$ cat config.mk
export PLATFORM = sky130hd
export DESIGN_NAME = fpu_arbiter
export DESIGN_NICKNAME = d
export VERILOG_FILES = /design/src/rtl/fpu_arbiter.sv
export SDC_FILE = /design/constraint.sdc
export NUM_CORES = 1
export LEC_CHECK = 0
export BUFFER_PORTS_ARGS = -buffer_cell sky130_fd_sc_hd__buf_2
export CORE_AREA = 2 2 166 168
export CTS_CLUSTER_SIZE = 14
export DETAILED_ROUTE_END_ITERATION = 10
export DIE_AREA = 0 0 168 170
export PLACE_DENSITY = 0.6
export SETUP_SLACK_MARGIN = 0.02
export SYNTH_ARGS = -nofsm -noshare
export SYNTH_HDL_FRONTEND = slang
export SYNTH_SLANG_ARGS = --single-unit
$ cat constraint.sdc
create_clock -name clk -period 2.95 [get_ports clk]
set_clock_uncertainty 0.2 [all_clocks]
set_input_delay 0.1475 -clock clk [delete_from_list [all_inputs] [get_ports clk]]
set_output_delay 0.1475 -clock clk [all_outputs]
set_load 0.05 [all_outputs]
$ cat src/rtl/fpu_arbiter.sv
`default_nettype none
// ============================================================================
// Module   : fpu_arbiter
// Purpose  : Round-robin sharing of one fpu among NUM_REQ valid/ready requesters.
// Revision : 1.0 - initial release
// ============================================================================
module fpu_arbiter #(
  parameter int NUM_REQ = 4,
  parameter int FPU_LAT = 1,
  parameter int CNT_W   = 16
) (
  input  logic                  clk,
  input  logic                  rst,
  input  logic [NUM_REQ-1:0]    req_valid,
  output logic [NUM_REQ-1:0]    req_ready,
  input  logic [NUM_REQ*32-1:0] req_a,
  input  logic [NUM_REQ*32-1:0] req_b,
  input  logic [NUM_REQ-1:0]    req_sel,
  output logic [NUM_REQ-1:0]    resp_valid,
  output logic [31:0]           resp_data,
  output logic [3:0]            resp_status,
  output logic [31:0]           fpu_op_a,
  output logic [31:0]           fpu_op_b,
  output logic                  fpu_op_sel,
  input  logic [31:0]           fpu_data,
  input  logic [3:0]            fpu_status,
  output logic                  busy,
  output logic [CNT_W-1:0]      ops_done
);

  localparam int IDX_W = (NUM_REQ > 1) ? $clog2(NUM_REQ) : 1;
  localparam int LAT_W = (FPU_LAT > 1) ? $clog2(FPU_LAT) : 1;
  localparam logic [IDX_W-1:0] LAST_IDX = IDX_W'(NUM_REQ - 1);
  localparam logic [LAT_W-1:0] CNT_INIT = LAT_W'(FPU_LAT - 1);

  typedef enum logic [0:0] {
    S_IDLE = 1'b0,
    S_WAIT = 1'b1
  } state_t;

  state_t           state;
  logic [IDX_W-1:0] last_grant;
  logic [IDX_W-1:0] cur_grant;
  logic [LAT_W-1:0] cnt;

  logic             grant_found;
  logic [IDX_W-1:0] grant_idx;
  logic [31:0]      sel_a;
  logic [31:0]      sel_b;
  logic             sel_op;

  // Rotating priority: the search starts just after the last requester served.
  always_comb begin
    int               cand;
    logic [IDX_W-1:0] idx;
    grant_found = 1'b0;
    grant_idx   = '0;
    cand        = 0;
    idx         = '0;
    for (int k = 0; k < NUM_REQ; k++) begin
      cand = int'(last_grant) + 1 + k;
      if (cand >= NUM_REQ) begin
        cand = cand - NUM_REQ;
      end
      idx = IDX_W'(cand);
      if (!grant_found && req_valid[idx]) begin
        grant_found = 1'b1;
        grant_idx   = idx;
      end
    end
  end

  always_comb begin
    sel_a  = '0;
    sel_b  = '0;
    sel_op = 1'b0;
    for (int i = 0; i < NUM_REQ; i++) begin
      if (IDX_W'(i) == grant_idx) begin
        sel_a  = req_a[32*i +: 32];
        sel_b  = req_b[32*i +: 32];
        sel_op = req_sel[i];
      end
    end
  end

  always_comb begin
    req_ready = '0;
    if (state == S_IDLE && grant_found) begin
      req_ready[grant_idx] = 1'b1;
    end
  end

  always_ff @(posedge clk or negedge rst) begin
    if (!rst) begin
      state       <= S_IDLE;
      cnt         <= '0;
      last_grant  <= LAST_IDX;
      cur_grant   <= '0;
      fpu_op_a    <= '0;
      fpu_op_b    <= '0;
      fpu_op_sel  <= 1'b0;
      resp_valid  <= '0;
      resp_data   <= '0;
      resp_status <= '0;
      ops_done    <= '0;
      busy        <= 1'b0;
    end else begin
      resp_valid <= '0;
      case (state)
        S_IDLE: begin
          if (grant_found) begin
            fpu_op_a   <= sel_a;
            fpu_op_b   <= sel_b;
            fpu_op_sel <= sel_op;
            cur_grant  <= grant_idx;
            cnt        <= CNT_INIT;
            busy       <= 1'b1;
            state      <= S_WAIT;
          end
        end
        S_WAIT: begin
          if (cnt != '0) begin
            cnt <= cnt - LAT_W'(1);
          end else begin
            // The strobe cycle is IDLE again, so a new grant can overlap it.
            resp_data             <= fpu_data;
            resp_status           <= fpu_status;
            resp_valid[cur_grant] <= 1'b1;
            last_grant            <= cur_grant;
            ops_done              <= ops_done + CNT_W'(1);
            busy                  <= 1'b0;
            state                 <= S_IDLE;
          end
        end
        default: state <= S_IDLE;
      endcase
    end
  end

endmodule
`default_nettype wire

==> run_results.csv <==
group,metric,value,unit
floorplanning,core,26700,sq um
finish,post_route_cells_drive_above_1_share,0.457,
drt,postRouteAntennaNets,0,
yosys,synth_sequential_area_ratio,0.428,
yosys,count_leader_synth,"sky130_fd_sc_hd__dfrtp_1",
drt,wirelength,31600,microns
yosys,post_synth_num_cell_types,41,
yosys,synth_top_area_cell,"sky130_fd_sc_hd__dfrtp_1",
global_routing,global_route.usage.total,0.209,
drt,dr_total_vias,8419,
clocking,clock-root-buffer,"sky130_fd_sc_hd__clkbuf_16",
worst_setup_path,worst_path_max_fanout,36,
placement,io_buffers,427,
worst_setup_path,cpLargestDelayFamily,"buffers and inverters",
clocking,worst_skew_pair.late_latency,0.42,ns
finish,non_filler_cells_in_the_finished_layout,1724,
timing,period_utilisation_layout,0.981,
worst_setup_path,critPathArrivalTime,3.03,ns
hold_path,min_delay_path_depth,3,
timing,clock.fmax,346,MHz
yosys,synth_ff_type,"sky130_fd_sc_hd__dfrtp_1",
yosys,synth_nets,1003,
drt,number_of_remaining_drc_errors,0,
timing,setup_viol_count_final,0,
drt,via_per_inst,4.88,
drt,top_layer,"met4",
yosys,ys_warn_count,0,
placement,dpl.cell_count,1421,
pwr,ir_drop,560,uV
clocking,cts_buffers,17,
drt,met3WireLength,1830,microns
floorplanning,dieHeight,170,microns
clocking,cts_tree,"done",
floorplanning,die_area,28600,sq um
worst_setup_path,worstSetupPathDepth,7,
yosys,synth-seq-cells,127,
drt,routedWlPerCell,18.3,microns
clocking,clock-sinks,127,
clocking,clk_pin_slew_worst_paths,0.07,ns
timing,timing.max_slew.rel_slack,0.577,
flow_run,maxCapViolations,0,
finish,postLayoutCellArea,13200,sq um
worst_setup_path,crit_slowest_cell,"sky130_fd_sc_hd__dfstp_2",
finish,design.final.nets,1670,
floorplanning,die-width,168,microns
yosys,netlist_area_before_placement,7420,sq um
yosys,synth_commonest_cells,"sky130_fd_sc_hd__dfrtp_1 (125), sky130_fd_sc_hd__a211oi_2 (99), sky130_fd_sc_hd__nor2_1 (76), sky130_fd_sc_hd__nand2_1 (73), sky130_fd_sc_hd__nor3_1 (70)",
drt,detail_route.wirelength.met1,12800,microns
worst_setup_path,cpPeakStageDelay,0.63,ns
yosys,synth_enable_flop_cells,0,
timing,finalHoldViolCount,0,
drt,detailedRoute.firstPassIterationCount,4,
placement,dp.final_hpwl,19100,microns
clocking,cts_htree_levels,4,
yosys,synth.top_cells.by_area,"sky130_fd_sc_hd__dfrtp_1 (42%), sky130_fd_sc_hd__a211oi_2 (17%), sky130_fd_sc_hd__mux2i_1 (9.0%)",
floorplanning,start_util,0.279,
worst_setup_path,startpoint_type,"flip-flop",
timing,rsz_0062_raised_after_global_routing,"true",
global_routing,globalRoute.totalOverflow,0,
placement,gp_congestion,0.848,
outcome,outcome,"finished clean",
hold_path,min_delay_path_class,"in2reg",
worst_setup_path,critPathKind,"reg2reg",
worst_setup_path,reg2regPathDepth,7,
pwr,power_density,923,nW/um^2
yosys,synth_async_sr_flop_share,1.00,
drt,initialDrtViolationCount,505,
pwr,static-leakage-power,6.31,nW
global_routing,grt_antenna_before_repair,1,
worst_setup_path,critical_path.cell_chain,"mux2i_4 -> nor2_4 -> or3_4 -> buf_16 -> mux2i_1 -> a211oi_2 -> dlygate4sd3_1",
timing,clock_period_minus_worst_slack,2.89,ns
drt,met2_wire_len,16000,microns
worst_setup_path,worstSetupEndpointType,"flip-flop",
global_routing,grt_pass1_wl,47100,microns
finish,area_growth_syn_to_layout,78.3,%
global_routing,first_global_vias,8847,
worst_setup_path,crit_required,3.09,ns
clocking,ctsLongestPathBuffers,2,
floorplanning,ios,428,
yosys,yosys.area.top_type_share,0.421,
yosys,syn_area_per_cell,10.6,sq um
worst_setup_path,worstPathBufferInverterCount,2,
timing,worst_slew_pin_slew,0.635,ns
timing,slew_viol_final,0,
global_routing,grt_start_max_net_pins,73,
placement,placement.cell_area,9880,sq um
yosys,netlist_instances,700,
floorplanning,floorplan.rows,60,
[where the power goes]
group,switching (mW),total (mW),internal [mW],leakage (nW)
registers,0.445,2.87,2.42,1.47
logic,4.78,7.29,2.51,4.56
clock network,0.936,2.06,1.13,0.270
total,6.16,12.2,6.06,6.31
[placed cells by master, fill, tap and decap left out, types with 3 or more instances in the layout]
master	synthesis	layout
sky130_fd_sc_hd__a211oi_2	99	100
sky130_fd_sc_hd__nand2b_1	4	4
sky130_fd_sc_hd__inv_6	0	4
sky130_fd_sc_hd__buf_6	12	3
sky130_fd_sc_hd__and3_1	3	3
sky130_fd_sc_hd__a21oi_1	3	3
sky130_fd_sc_hd__buf_4	6	10
sky130_fd_sc_hd__clkinvlp_4	0	3
sky130_fd_sc_hd__nand4_1	4	4
sky130_fd_sc_hd__xor2_1	4	4
sky130_fd_sc_hd__mux2i_1	67	66
sky130_fd_sc_hd__buf_12	0	5
sky130_fd_sc_hd__mux2_2	38	38
sky130_fd_sc_hd__dfrtp_1	125	124
sky130_fd_sc_hd__nand3_1	4	4
sky130_fd_sc_hd__xnor2_1	11	11
sky130_fd_sc_hd__buf_2	13	426
sky130_fd_sc_hd__diode_2	0	3
sky130_fd_sc_hd__a211oi_1	31	30
sky130_fd_sc_hd__dlymetal6s4s_1	0	8
sky130_fd_sc_hd__nor2_1	76	74
sky130_fd_sc_hd__dlygate4sd3_1	0	255
sky130_fd_sc_hd__nor3_1	70	69
sky130_fd_sc_hd__nand2_1	73	73
sky130_fd_sc_hd__inv_8	0	3
sky130_fd_sc_hd__clkinv_4	0	3
sky130_fd_sc_hd__clkbuf_16	0	20
[cell type report]
type                    instances  area [sq um]
flip-flops and latches        127          3180
clock inverters                14           123
clock buffers                  18           439
diodes                          3          7.51
multi-input cells             506          3920
fillers                      2376         13400
repair buffers                712          5120
inverters                       3          11.3
well taps                     341           427
[per-stage QoR]
| step | hold WS, ns | worst slack [ns] | power [mW] | setup TNS [ns] | utilization |
|---|---|---|---|---|---|
| 2_1_floorplan | -0.348 | 0.0875 | 7.65 | 0 | - |
| 6_report | 0.0281 | 0.0575 | 12.2 | 0 | 0.497 |
| 5_1_grt | 0.0235 | -0.0391 | 12.8 | -0.123 | 0.496 |
| 3_3_place_gp | -0.0952 | 0.520 | 9.19 | 0 | 0.371 |
| 4_1_cts | 0.00955 | 0.0289 | 12.0 | 0 | 0.491 |
| 3_5_place_dp | -0.0940 | 0.505 | 9.27 | 0 | 0.371 |
[final timing paths]
check,startpoint,end,slack (ns)
worst max-delay path,last_grant[1]$_DFFE_PN1P_,fpu_op_a[24]$_DFFE_PN0N_,0.06
worst min-delay path,req_a[87],fpu_op_a[23]$_DFFE_PN0N_,0.03
worst max register to register,last_grant[1]$_DFFE_PN1P_,fpu_op_a[24]$_DFFE_PN0N_,0.06
worst min register to register,ops_done[15]$_DFFE_PN0P_,ops_done[15]$_DFFE_PN0P_,0.28
max in group asynchronous,rst,last_grant[1]$_DFFE_PN1P_,1.77
min in group asynchronous,rst,ops_done[11]$_DFFE_PN0P_,0.04
[cell families (layout without fill, tap and decap cells)]
family / Yosys count / after routing / synth area share
AOI/OAI and AO/OA: 143 / 143 / 0.210
xor gates and xnor gates: 15 / 15 / 0.0177
muxes: 105 / 105 / 0.148
adders and majority gates: 1 / 1 / 0.00169
and+or+nand+nor: 242 / 242 / 0.142
DFF: 127 / 127 / 0.428
buffers and inverters: 67 / 747 / 0.0517
other: 0 / 3 / 0
[flip-flops by register name, indices dropped and copies added, names as in the netlist]
name         cells
fpu_op_a        32
fpu_op_b        32
resp_data       32
ops_done        16
resp_status      4
resp_valid       4
cur_grant        2
last_grant       2
busy             1
fpu_op_sel       1
state            1
[layer usage]
layer  vias to the layer above  global-route usage
met2                       407               0.372
met4                         0              0.0836
li1                       3900                   -
met3                        84              0.0409
met1                      4028               0.247
met5                         -                   0
[worst reg2reg max path: cells and delay by family (launching register included)]
family | cells | cell delay (ns)
buffers and inverters | 2 | 0.82
DFF | 1 | 0.63
and+or+nand+nor | 2 | 0.47
muxes | 2 | 0.47
AOI/OAI and AO/OA | 1 | 0.23
[timing repair]
action,CTS,global route
hold endpoints to repair,227,0
setup buffers,0,2
endpoints found under the setup margin,0,52
gates resized for setup,0,16
hold buffers,263,0
No activity file was read; power rests on OpenSTA's default activity.
